<file path="config.mk">
export PLATFORM = sky130hd
export DESIGN_NAME = dafx_mix_sequencer
export DESIGN_NICKNAME = d
export VERILOG_FILES = /design/src/rtl/dafx_mix_sequencer.sv
export SDC_FILE = /design/constraint.sdc
export NUM_CORES = 1
export LEC_CHECK = 0
export CORE_ASPECT_RATIO = 0.6
export CORE_MARGIN = 4
export CORE_UTILIZATION = 40
export CTS_CLUSTER_DIAMETER = 120
export DETAILED_ROUTE_END_ITERATION = 6
export PLACE_DENSITY = 0.73
export SYNTH_ARGS = -nofsm -noshare
export SYNTH_HDL_FRONTEND = slang
export SYNTH_SLANG_ARGS = --single-unit
</file>
<file path="constraint.sdc">
create_clock -name clk -period 4.3 [get_ports clk]
set_input_delay 0.43 -clock clk [delete_from_list [all_inputs] [get_ports clk]]
set_output_delay 0.43 -clock clk [all_outputs]
set_load 0.03 [all_outputs]
</file>
<file path="src/rtl/dafx_mix_sequencer.sv">
// Sample-rate sequencer: on each host tick, streams every channel through one shared
// multiplier, accumulates the gained samples and emits one saturated mixed sample.
module dafx_mix_sequencer #(
    parameter int SYS_CLK_FREQUENCY_P = 125000000,
    parameter int F_SAMPLING_P        = 10000,
    parameter int NR_OF_CHANNELS_P    = 3,
    parameter int AUDIO_WIDTH_P       = 24,
    parameter int GAIN_WIDTH_P        = 24,
    parameter int Q_BITS_P            = 11
) (
    input  logic                                      clk,
    input  logic                                      rst,
    input  logic                                      cr_enable,
    input  logic [NR_OF_CHANNELS_P*GAIN_WIDTH_P-1:0]  cr_gain,
    input  logic [NR_OF_CHANNELS_P*AUDIO_WIDTH_P-1:0] ch_data,
    output logic                                      egr_mul_valid,
    input  logic                                      egr_mul_ready,
    output logic [AUDIO_WIDTH_P-1:0]                  egr_mul_sample,
    output logic [GAIN_WIDTH_P-1:0]                   egr_mul_gain,
    input  logic                                      ing_mul_valid,
    input  logic [AUDIO_WIDTH_P+GAIN_WIDTH_P-1:0]     ing_mul_product,
    output logic                                      mix_valid,
    output logic [AUDIO_WIDTH_P-1:0]                  mix_data,
    output logic                                      sampling_irq,
    output logic [15:0]                               sr_overrun_count
);

    localparam int N     = NR_OF_CHANNELS_P;
    localparam int AW    = AUDIO_WIDTH_P;
    localparam int GW    = GAIN_WIDTH_P;
    localparam int PW    = AW + GW;
    localparam int ACC_W = PW + $clog2(N) + 1;
    localparam int DIV_C = SYS_CLK_FREQUENCY_P / F_SAMPLING_P;
    localparam int CNT_W = $clog2(DIV_C);
    localparam int IDX_W = (N > 1) ? $clog2(N) : 1;

    localparam logic [CNT_W-1:0] CNT_MAX = CNT_W'(DIV_C - 1);
    localparam logic [IDX_W-1:0] IDX_MAX = IDX_W'(N - 1);
    localparam logic signed [ACC_W-1:0] SAT_MAX = {{(ACC_W-AW+1){1'b0}}, {(AW-1){1'b1}}};
    localparam logic signed [ACC_W-1:0] SAT_MIN = {{(ACC_W-AW+1){1'b1}}, {(AW-1){1'b0}}};

    typedef enum logic [1:0] {
        ST_IDLE,
        ST_ISSUE,
        ST_WAIT,
        ST_OUT
    } state_t;

    state_t                     r_state;
    state_t                     w_state_nxt;
    logic [CNT_W-1:0]           r_cnt;
    logic [N-1:0][AW-1:0]       r_data;
    logic [N-1:0][GW-1:0]       r_gain;
    logic [IDX_W-1:0]           r_idx;
    logic signed [ACC_W-1:0]    r_acc;
    logic [AW-1:0]              r_mix_data;
    logic [15:0]                r_overrun;

    logic                       w_tick;
    logic                       w_latch;
    logic                       w_acc_en;
    logic                       w_last;
    logic                       w_drop;
    logic signed [ACC_W-1:0]    w_prod_ext;
    logic signed [ACC_W-1:0]    w_acc_next;
    logic signed [ACC_W-1:0]    w_shift;
    logic [AW-1:0]              w_sat;

    // Gated by rst so no irq can leak out while reset is held.
    assign w_tick = cr_enable && !rst && (r_cnt == CNT_MAX);
    assign w_last = (r_idx == IDX_MAX);
    assign w_drop = w_tick && (r_state != ST_IDLE);

    always_ff @(posedge clk) begin
        if (rst || !cr_enable) begin
            r_cnt <= '0;
        end else if (r_cnt == CNT_MAX) begin
            r_cnt <= '0;
        end else begin
            r_cnt <= r_cnt + CNT_W'(1);
        end
    end

    always_comb begin
        w_state_nxt = r_state;
        w_latch     = 1'b0;
        w_acc_en    = 1'b0;
        case (r_state)
            ST_IDLE: begin
                if (w_tick) begin
                    w_latch     = 1'b1;
                    w_state_nxt = ST_ISSUE;
                end
            end
            ST_ISSUE: begin
                if (egr_mul_ready) w_state_nxt = ST_WAIT;
            end
            ST_WAIT: begin
                if (ing_mul_valid) begin
                    w_acc_en    = 1'b1;
                    w_state_nxt = w_last ? ST_OUT : ST_ISSUE;
                end
            end
            ST_OUT: begin
                w_state_nxt = ST_IDLE;
            end
            default: begin
                w_state_nxt = ST_IDLE;
            end
        endcase
    end

    always_ff @(posedge clk) begin
        if (rst) begin
            r_state <= ST_IDLE;
        end else begin
            r_state <= w_state_nxt;
        end
    end

    // Accumulate and rescale; arithmetic shift floors negative values.
    assign w_prod_ext = {{(ACC_W-PW){ing_mul_product[PW-1]}}, ing_mul_product};
    assign w_acc_next = r_acc + w_prod_ext;
    assign w_shift    = w_acc_next >>> Q_BITS_P;

    always_comb begin
        w_sat = w_shift[AW-1:0];
        if (w_shift > SAT_MAX) begin
            w_sat = SAT_MAX[AW-1:0];
        end else if (w_shift < SAT_MIN) begin
            w_sat = SAT_MIN[AW-1:0];
        end
    end

    // The mixed sample is registered on the last product so it is ready in OUT.
    always_ff @(posedge clk) begin
        if (rst) begin
            r_data     <= '0;
            r_gain     <= '0;
            r_idx      <= '0;
            r_acc      <= '0;
            r_mix_data <= '0;
        end else if (w_latch) begin
            r_data <= ch_data;
            r_gain <= cr_gain;
            r_idx  <= '0;
            r_acc  <= '0;
        end else if (w_acc_en) begin
            r_acc <= w_acc_next;
            if (w_last) begin
                r_mix_data <= w_sat;
            end else begin
                r_idx <= r_idx + IDX_W'(1);
            end
        end
    end

    always_ff @(posedge clk) begin
        if (rst) begin
            r_overrun <= '0;
        end else if (w_drop && (r_overrun != 16'hFFFF)) begin
            r_overrun <= r_overrun + 16'd1;
        end
    end

    assign egr_mul_valid    = (r_state == ST_ISSUE);
    assign egr_mul_sample   = r_data[r_idx];
    assign egr_mul_gain     = r_gain[r_idx];
    assign mix_valid        = (r_state == ST_OUT);
    assign mix_data         = r_mix_data;
    assign sampling_irq     = w_latch;
    assign sr_overrun_count = r_overrun;

endmodule

</file>
==> results.md <==
* or4b_1 — Critical Path Slowest Stage Cell
* 4.67 ns — signal arrival time at the worst endpoint
* 0.0511 — global routing usage on met3
* nand2_1 — leading cell type by number of instances after synthesis
* 0.356 — met1 Usage GRT
* 1,798 — post-synthesis cell count
* 47.1 mm — wire length after detailed routing
* finished clean — outcome
* 2,558 — dpl cells
* 0 — final hold violation count
* 0.373 — post-synthesis sequential area ratio
* 14.2k — overall via count from detail_route
* 0 — number of maximum-capacitance violations
* 5.44 — via-per-instance ratio
* 0 — share of synthesized registers carrying an async set or reset
* dfxtp_1, nand2_1, a21oi_1 — top post-synthesis cells by area
* 0 — DRC violation count after routing
* 145 — largest net degree at the start of global routing
* 0.382 — max-slew headroom at the worst pin
* simple AND/OR/NAND/NOR gates — Crit path max-delay family
* dfxtp_1 — area leader, netlist
* 287 — count of buffers from port buffering
* 1 — H-tree depth
* 3,093 — Fill cells
* 0.084 — share of power burned in combinational logic
* 51 — Site Rows
* 0.0240 ns — setup clock skew after layout
* 151 um — vertical extent of the die
* 0 — post-route ant nets
* 13.5k — number of global-route vias before repair
* flop — crit path launch type
* 0.53 ns — delay of the slowest critical-path stage
* 26 — number of CTS-inserted buffers
* 0.108 — share of final-layout standard cells stronger than drive strength 1
* 0.06 ns — clock-pin slew of the registers on the worst-case setup and hold paths
* ha_1 -> buf_4 -> buf_4 -> nand4_2 -> nor4_1 -> o21ai_1 -> a31oi_1 -> o2111a_1 -> nor3_1 -> or4b_1 -> or4_4 -> o31ai_4 -> buf_12 -> nand2_1 -> a211oi_1 — critical-path cell list
* 6.82 nW — reported leakage power
* 34.8 mm — HPWL after detailed placement
* 7.54 um^2 — syn avg cell area
* 2,387 — number of nets in the layout
* 4.19 ns — Final min period
* 2,603 — final non-filler cell total
* clkbuf_16 — cell chosen for the clock root
* 0 — Syn. warnings
* 4.14 mW — cell-internal power
* 73.4 mm — wire length of the first global-routing pass
* 0.975 — fin crit share
* done — clock tree from TritonCTS
* 246 um — width of the die
* 288 — I/O pins
* 0.479 — portion of total power attributed to the clock network
* 0.926 ns — transition time at the pin with the least slew margin
* 23 — CP Max Fanout
* 2,049 — Post-Synthesis Net Count
* 0.300 mV — Max rail drop VDD
* 253 — number of synthesized register bits
* flop to flop — Setup CP Type
* 37,000 um^2 — floorplan die area
* 0.412 — Starting Density
* 253 — TritonCTS sink count
* primary input to flop — type of the most critical hold path
* 0.238 GHz — maximum operating frequency
* 0.57 ns — Skew-Pair Late Insertion Delay
* dfxtp_1 — most used flip-flop cell after synthesis
* 0.11 ns — reg-to-reg slack, setup
* 1.23 mW — switching power
* 0.228 — switching fraction of total power
* 1,272 — count of routing violations after the opening detailed-route iteration
* nand2_1, dfxtp_1, a21oi_1 — list of most frequent post-synthesis cells
* 76 — number of unique standard cell types used by synthesis
* 32,900 um^2 — Core Footprint
* flop — endpoint type of the worst setup path
* 0 — total overflow reported by the global router
* 18.1 um — routed length per instance
* 0 — max-slew violations
* 0.373 — fraction of synthesized cell area taken by the top area cell type
* 13,600 um^2 — cell area after technology mapping
* no — setup repair after global routing missed its margin
* 0.369 — global-route met2 utilization
* 0 — Setup violations, final
* 17,600 um^2 — Cell Area, Placed
* 0 — post-CTS setup buffer count
* buf_4 — cell occurring most often along the worst timing path
* 4.78 ns — required time at the worst-slack endpoint
* 6 — Pre-Repair DR Iteration Count
* 3 — buffers plus inverters on the worst setup path
* 18,600 um^2 — summed area of non-filler cells in the final layout
* 0.243 — All-Layer GR Usage
* 0.436 — proportion of power drawn by flip-flops and latches
* 0 — count of flip-flops with a built-in enable after synthesis
* 288 nW/um^2 — Power Density
* 4 — initial antenna violation count
* 37.2% — Area growth syn-to-layout
* 3 — maximum number of buffers from clock root to sink
* met2 — layer carrying the most global-route usage
* 0.996 — Routability Congestion
==> area by class of cell <==
class                   instances  area (um^2)  share of cell area
diodes                          2         5.00            0.000269
clock buffers                  32          723              0.0388
clock inverters                11          234              0.0126
inverters                      18         70.1             0.00376
multi-input cells            1411         7990               0.429
flip-flops and latches        253         5070               0.272
well taps                     450          563              0.0302
repair buffers                426         3970               0.213
==> repair_timing <==
item	4_1_cts	5_1_grt
setup endpoints to repair	0	1
gates resized for setup	0	1
hold buffers	0	0
==> stage by stage <==
stage | power, mW | util | hold slack, ns | setup WS [ns] | TNS (ns)
floorplan | 2.56 | - | 0.426 | 0.460 | 0
global placement | 2.84 | 0.536 | 0.441 | -0.204 | -4.01
detailed placement | 2.84 | 0.536 | 0.446 | -0.362 | -6.99
CTS | 5.42 | 0.565 | 0.240 | 0.213 | 0
global route | 5.55 | 0.565 | 0.264 | 0.0233 | 0
finish | 5.37 | 0.565 | 0.274 | 0.107 | 0
==> cell families after synthesis <==
family                     after synthesis  synth area share
AOI/OAI and AO/OA                      472             0.211
xor gates and xnor gates                65            0.0420
adders and majority gates               54            0.0504
buffers and inverters                  134            0.0401
DFF                                    253             0.373
muxes                                   54            0.0399
and+or+nand+nor                        766             0.244
==> layout by cell type, fill, tap and decap left out, types with 18 or more instances in the layout <==
cell,synthesis,final
nand2_1,492,492
clkdlybuf4s50_1,0,286
a21oi_1,252,252
dfxtp_1,253,251
buf_4,3,135
nor2_1,121,121
o21ai_0,64,64
mux2i_1,53,53
ha_1,53,53
xor2_1,41,41
nand3_1,28,28
a21o_1,28,28
clkbuf_16,0,26
o22ai_1,25,25
xnor2_1,24,24
nand4_1,21,21
a211oi_2,20,20
a211oi_1,18,18
==> power by group through the flow <==
stage | registers, mW | logic [mW] | clock network, mW
after detailed placement | 2.40 | 0.442 | 0
after global placement | 2.40 | 0.441 | 0
after global routing | 2.34 | 0.481 | 2.72
final | 2.34 | 0.451 | 2.57
after floorplan | 2.40 | 0.159 | 0
after CTS | 2.34 | 0.445 | 2.63
==> state kept, by name (all words and copies together), names as in the netlist <==
register          cells
r_data               72
r_gain               72
r_acc                51
mix_data             24
sr_overrun_count     16
r_cnt                14
r_idx                 2
r_state               2
==> final timing paths <==
path,startpoint,depth (start not counted),endpoint
hold reg to reg,r_data[68]$_SDFFE_PP0P_,2,r_data[68]$_SDFFE_PP0P_
hold / removal,rst,2,sr_overrun_count[0]$_SDFFE_PP0P_
setup / recovery,r_acc[12]$_SDFFE_PP0P_,15,mix_data[1]$_SDFFE_PP0P_
setup reg to reg,r_acc[12]$_SDFFE_PP0P_,15,mix_data[1]$_SDFFE_PP0P_
==> layer usage <==
| layer | vias to the layer above | routed length [um] |
|---|---|---|
| met5 | - | 26 |
| met4 | 4 | 924 |
| met3 | 69 | 3550 |
| met2 | 498 | 20400 |
| met1 | 6683 | 22200 |
| li1 | 6898 | - |
Note: power is estimated with default switching activity, not from simulation.
